[src/rtl/serial_subtractor_pkg.sv]
// Shared types and constants for the bit-serial subtractor.
// Holds the controller state encoding and the default operand width.
package serial_subtractor_pkg;

  localparam int DEFAULT_WIDTH = 8;

  typedef enum logic [1:0] {
    IDLE  = 2'd0,
    SHIFT = 2'd1,
    DONE  = 2'd2
  } state_t;

endpackage

[src/rtl/serial_subtractor_full_subtractor.sv]
// One-bit full subtractor: d = x - y - bin.
// bout is set when the column needs to borrow from the next bit.
module full_subtractor (
  input  logic x,
  input  logic y,
  input  logic bin,
  output logic d,
  output logic bout
);

  assign d    = x ^ y ^ bin;
  assign bout = (~x & y) | (~(x ^ y) & bin);

endmodule

[src/rtl/serial_subtractor.sv]
// Bit-serial a - b, LSB first, one bit per clock through a single full-subtractor cell.
// The result is published on DONE entry and is held until the next operation completes.
module serial_subtractor
  import serial_subtractor_pkg::*;
#(
  parameter int WIDTH = DEFAULT_WIDTH
) (
  input  logic             clk,
  input  logic             rst,
  input  logic             start,
  input  logic [WIDTH-1:0] a,
  input  logic [WIDTH-1:0] b,
  output logic             busy,
  output logic             done,
  output logic [WIDTH-1:0] diff,
  output logic             borrow_out,
  output logic             ovf
);

  localparam int              CNT_W    = $clog2(WIDTH) + 1;
  localparam logic [CNT_W-1:0] LAST_BIT = CNT_W'(WIDTH - 1);

  state_t           r_state;
  state_t           w_state_next;
  logic [WIDTH-1:0] r_a;
  logic [WIDTH-1:0] r_b;
  logic [WIDTH-1:0] r_res;
  logic [WIDTH-1:0] r_diff;
  logic             r_a_msb;
  logic             r_b_msb;
  logic             r_borrow;
  logic             r_borrow_out;
  logic             r_ovf;
  logic [CNT_W-1:0] r_cnt;
  logic             w_d;
  logic             w_bout;
  logic             w_last;

  full_subtractor u_cell (
    .x    (r_a[0]),
    .y    (r_b[0]),
    .bin  (r_borrow),
    .d    (w_d),
    .bout (w_bout)
  );

  assign w_last = (r_cnt == LAST_BIT);

  always_comb begin
    w_state_next = r_state;
    case (r_state)
      IDLE:    if (start) w_state_next = SHIFT;
      SHIFT:   if (w_last) w_state_next = DONE;
      DONE:    w_state_next = IDLE;
      default: w_state_next = IDLE;
    endcase
  end

  always_ff @(posedge clk) begin
    if (rst) begin
      r_state      <= IDLE;
      r_a          <= '0;
      r_b          <= '0;
      r_res        <= '0;
      r_diff       <= '0;
      r_a_msb      <= 1'b0;
      r_b_msb      <= 1'b0;
      r_borrow     <= 1'b0;
      r_borrow_out <= 1'b0;
      r_ovf        <= 1'b0;
      r_cnt        <= '0;
    end else begin
      r_state <= w_state_next;
      case (r_state)
        IDLE: begin
          if (start) begin
            // Operand MSBs are kept aside because the shift registers consume them.
            r_a      <= a;
            r_b      <= b;
            r_a_msb  <= a[WIDTH-1];
            r_b_msb  <= b[WIDTH-1];
            r_borrow <= 1'b0;
            r_cnt    <= '0;
          end
        end
        SHIFT: begin
          r_a      <= r_a >> 1;
          r_b      <= r_b >> 1;
          r_res    <= {w_d, r_res[WIDTH-1:1]};
          r_borrow <= w_bout;
          r_cnt    <= r_cnt + 1'b1;
          if (w_last) begin
            r_diff       <= {w_d, r_res[WIDTH-1:1]};
            r_borrow_out <= w_bout;
            r_ovf        <= (r_a_msb != r_b_msb) && (w_d != r_a_msb);
          end
        end
        default: ;
      endcase
    end
  end

  assign busy       = (r_state == SHIFT);
  assign done       = (r_state == DONE);
  assign diff       = r_diff;
  assign borrow_out = r_borrow_out;
  assign ovf        = r_ovf;

endmodule

[config.mk]
export PLATFORM = sky130hd
export DESIGN_NAME = serial_subtractor
export DESIGN_NICKNAME = d
export VERILOG_FILES = /design/src/rtl/serial_subtractor_pkg.sv /design/src/rtl/serial_subtractor_full_subtractor.sv /design/src/rtl/serial_subtractor.sv
export SDC_FILE = /design/constraint.sdc
export NUM_CORES = 1
export LEC_CHECK = 0
export ABC_AREA = 1
export CAP_MARGIN = 20
export CORE_AREA = 2 2 61 63
export DETAILED_ROUTE_END_ITERATION = 6
export DIE_AREA = 0 0 63 65
export PLACE_DENSITY = 0.77
export SLEW_MARGIN = 10
export SYNTH_ARGS = -nofsm -noshare
export SYNTH_HDL_FRONTEND = slang
export SYNTH_HIERARCHICAL = 1
export SYNTH_SLANG_ARGS = --single-unit
[constraint.sdc]
create_clock -name clk -period 2.8 [get_ports clk]
set_input_delay 0.56 -clock clk [delete_from_list [all_inputs] [get_ports clk]]
set_output_delay 0.56 -clock clk [all_outputs]
set_load 0.1 [all_outputs]
Word level (Yosys, flattened, before mapping)
Cells that the tools add are included.

Input port bits: 19. Word-level logic and storage cells: 44. Output and inout bits: 12. Bits in registers: 43.

Bitwise gates (word level): 7. Reductions and logical operators: 7. Muxes and demuxes: 11. Equal/unequal tests: 7. Add/sub/neg operators: 1.

Operators with widths (number): $pmux 8 s2 (2); $mux 8 (2); $pmux 4 s2 (1); $reduce_and 2->1 (4); $add 4x1->4 const B (1); $eq 4x3->1 const B (1); $mux 2 (2); $mux 4 (1); $pmux 2 s2 (1); $and 1x1->1 (2); $eq 2x1->1 const B (1); $eq 2x2->1 const B (1); $logic_not 2->1 (1); $ne 1x1->1 (2); $ne 2x1->1 const B (1); $ne 2x2->1 const B (1); $not 1->1 (2); $pmux 1 s2 (1); $reduce_bool 2->1 (1); $xor 1x1->1 (2); $logic_and 1x1->1 (1); $mux 1 (1); $or 1x1->1 (1).

Logic depth before layout (Yosys ltp)
Depth after elaboration: 5. Mapped depth: 7. Mapped depth without buffers: 7.

By module
Netlist, hierarchy kept.

By module, submodules not included: serial_subtractor (seq. area each 840.8 um^2, area an instance 1765.4 um^2, instances 1, cells each 256); full_subtractor (seq. area each 0.0 um^2, area an instance 31.3 um^2, instances 1, cells each 4).

Worst setup path before layout
OpenSTA, ideal clock, no wires.

Kind: reg-to-output. Start: register r_state[1]. End: output done. Path buffers: 0. Slack: 0.549 ns. Stages on the path, launching flop included: 3. Data required time: 2.240 ns. Arrival time: 1.691 ns. Cell sequence: dfxtp_1 > inv_1 > nor2_1.

Cells in the longest elaborated chain, start to end: 1.

RTL lines: start, declared (RTL line serial_subtractor.sv:23) `state_t r_state;`; start signal, assigned (RTL line serial_subtractor.sv:73) `r_state <= w_state_next;`; $eq 2x2->1 (RTL line serial_subtractor.sv:104) `assign done = (r_state == DONE);`; end, declared (RTL line serial_subtractor.sv:14) `output logic done,`.

Every way passes these cells.

==> metrics.log <==
[metrics] Skew-Pair Late Insertion Delay: approximately 350 ps
[metrics] hold buffer count at cts: 0
[metrics] WP data required: 3070 ps
[metrics] Multi-input gate area: 815 µm²
[metrics] fraction of registers with async set or reset after synthesis: 0%
[metrics] largest vdd supply drop: 0.294 mV
[metrics] total length of routed wires: 3640 µm
[metrics] syn nets: ~280
[metrics] Pleak: 0.000957 µW
[metrics] # IOs: 31
[metrics] critical path cell sequence: clkdlybuf4s50_1, inv_1, buf_4, o21ai_0, a21oi_1
[metrics] Post-DP Area: between 2000 and 2500 µm²
[metrics] layout filler cell count: 361
[metrics] master cell of the clock root buffer: sky130_fd_sc_hd__clkbuf_4
[metrics] final instance area: 2140 µm²
[metrics] Avg Vias per Cell: between 4 and 5
[metrics] warning count from the yosys run: 6
[metrics] count of endpoints failing setup in the final report: 0
[metrics] fraction of post-synthesis cell area in the top cell type by area: 46.8%
[metrics] type of the tightest min-delay check: flip-flop to flip-flop
[metrics] count of buffers inserted at the top-level ports: 30
[metrics] Die H: about 65 µm
[metrics] DIE WIDTH: 63 µm
[metrics] layout cell share with drive strength beyond 1: 9.03%
[metrics] worst slew slack as a fraction of its limit: 56.3%
[metrics] number of synthesized flops with an enable pin: 0
[metrics] worst-case clock buffer depth: 2
[metrics] share of the clock period used by the worst path: 64.6%
[metrics] initial antenna violation count: 0
[metrics] Startpoint Class: primary input
[metrics] post-DR wirelength/cell: approximately 11 µm
[metrics] Worst path max stage delay: 540 ps
[metrics] Seq/Total Area, Yosys: 46.8%
[metrics] count of pins over their slew limit: 0
[metrics] area of the mapped netlist: 1800 µm²
[metrics] main flop type after synthesis: sky130_fd_sc_hd__dfxtp_1
[metrics] average footprint of a synthesized cell: between 6 and 7 µm²
[metrics] kind of end point of the critical path: flip-flop
[metrics] Fmax achieved: 0.553 GHz
[metrics] via count of the first global-routing pass: 1520
[metrics] clock-pin slew of the registers on the worst-case setup and hold paths: 120 ps
[metrics] clock tree from TritonCTS: built
[metrics] clk sinks: 42
[metrics] maximum number of pins on one net before global-route repair: 31
[metrics] Post-Route Skew: 12.0 ps
[metrics] Num CTS Buffers: 5
[metrics] total negative slack: 0 ps
[metrics] worst setup path class: primary input to flip-flop
[metrics] largest fanout of any net on the critical path: 19
[metrics] Starting Density: 51.4%
[metrics] DRC violation total after the first TritonRoute iteration: 71
[metrics] library cell occupying the most area in the post-synthesis netlist: sky130_fd_sc_hd__dfxtp_1
[metrics] number of antenna-violating nets in the routed design: 0
[metrics] maxcap violations: 0
[metrics] Core Area: 3500 µm²
[metrics] Resized Gates After CTS: 0
[metrics] antenna diode count: 0
[metrics] RSZ-0062 raised after global routing: no
[metrics] global-route usage over all layers: between 10% and 20%
[metrics] Worst Max-Slew Pin Slew: 656 ps
[metrics] count of cell types in the netlist: 20
[metrics] flip-flop and latch count after synthesis: 42
[metrics] global-route wire length before repair: 6310 µm
[metrics] Area growth, synth to finish: 19.2%
[metrics] critical path's slowest cell: sky130_fd_sc_hd__clkdlybuf4s50_1
[metrics] power per cell area: 533 nW/µm²
[metrics] signal arrival time at the worst endpoint: 2080 ps
[metrics] post-route DRC violation count: 0
[metrics] grt ovf: 0
[metrics] count of nets after finishing: 309
[metrics] final critical delay including setup and external delays: 1810 ps
[metrics] drt first pass iters: 4
[metrics] count of vias placed by the detailed router: 1627
[metrics] result of the run: finished, final reports clean
[metrics] number of H-tree levels: 2
[metrics] Post CTS Setup Buffer Count: 0
[metrics] total half-perimeter wirelength after legalization and detailed placement: 2610 µm
[metrics] final count of hold timing violations: 0
[metrics] cell count after synthesis: 260
[metrics] die area: 4100 µm²
[metrics] Seq. cell area: 841 µm²
[metrics] cell types with the largest area share after synthesis: sky130_fd_sc_hd__dfxtp_1 47%, sky130_fd_sc_hd__nand2_1 15%, sky130_fd_sc_hd__nor2_1 12%
[metrics] placement row count: 22
[metrics] placer's final routability congestion estimate: 0.794
==> per-layer routing <==
layer | global-route usage [%] | part of all wire [%]
met5 | 0 | 0
met1 | 23.1 | 46
met3 | 3.82 | 3.7
met4 | 9.44 | 1.5
met2 | 33.8 | 49
==> registers in the layout, indices dropped and copies added (netlist names) <==
name and flops:
borrow_out 1, r_cnt 4, diff 8, r_a 8, r_res 7, r_b 8
r_a_msb 1, r_b_msb 1, r_borrow 1, ovf 1, r_state 2
==> metrics by stage <==
step           total power [µW]  hold WS, ps  instances  utilization (%)  setup WS, ps
4_1_cts                    1150          476        336             61.2          1000
2_1_floorplan               818          435        260                -           549
5_1_grt                    1200          498        336             61.2           864
6_report                   1140          464        336             61.2           991
3_5_place_dp                880          462        329             59.9           631
3_3_place_gp                875          452        329             59.9           693
==> worst paths after layout <==
check,start,to,slack [ps],depth (start not counted)
max,rst,r_res[5]$_SDFFE_PP0P_,990,5
min,r_res[2]$_SDFFE_PP0P_,diff[1]$_SDFFE_PP0P_,460,2
max reg2reg,r_state[1]$_SDFFE_PP0P_,r_a[3]$_SDFFE_PP0P_,1200,5
min reg2reg,r_res[2]$_SDFFE_PP0P_,diff[1]$_SDFFE_PP0P_,460,2
==> cell families after synthesis <==
group,Yosys count,synth area share (%)
buf+inv,33,7.87
compound gates,35,10.0
flops,42,46.8
simple gates,148,33.5
fa+ha+maj,2,1.81
==> layout by cell type (no fill, tap or decap), drive strengths merged <==
cell type      Yosys  final
nor2              59     59
a21oi             12     12
nand3b             4      4
inv               22     22
ha                 1      1
nand3             13     13
dfxtp             42     42
fa                 1      1
buf               10     14
o22ai              1      1
clkbuf             1      7
clkdlybuf4s50      0     18
o21ai             22     22
nand2             72     72
==> critical path: cells and delay by family <==
family	cells	cell delay, ps
AO/OA/AOI/OAI	2	240
buffers and inverters	3	1270
==> power by group <==
group / internal (µW) / switching (µW)
Combinational: 79.9 / 123
Sequential: 639 / 24.1
Clock: 94.9 / 180
Total: 814 / 327
==> cell usage after synthesis, types with 2 or more instances <==
master / instances
sky130_fd_sc_hd__o21ai_0: 20
sky130_fd_sc_hd__inv_2: 2
sky130_fd_sc_hd__nand3b_1: 4
sky130_fd_sc_hd__nand2_1: 70
sky130_fd_sc_hd__nand3_1: 13
sky130_fd_sc_hd__nand2_2: 2
sky130_fd_sc_hd__inv_1: 20
sky130_fd_sc_hd__buf_4: 2
sky130_fd_sc_hd__nor2_1: 57
sky130_fd_sc_hd__a21oi_1: 12
sky130_fd_sc_hd__dfxtp_1: 42
sky130_fd_sc_hd__buf_2: 8
==> cell type report <==
cell class                      count  area share (%)
Sequential cell                    42            39.3
Clock buffer                        7            2.10
Inverter                           22            3.86
Timing Repair Buffer               32            13.9
Tap cell                           48            2.81
Multi-Input combinational cell    185            38.0
Note: power is estimated with default switching activity, not from simulation.
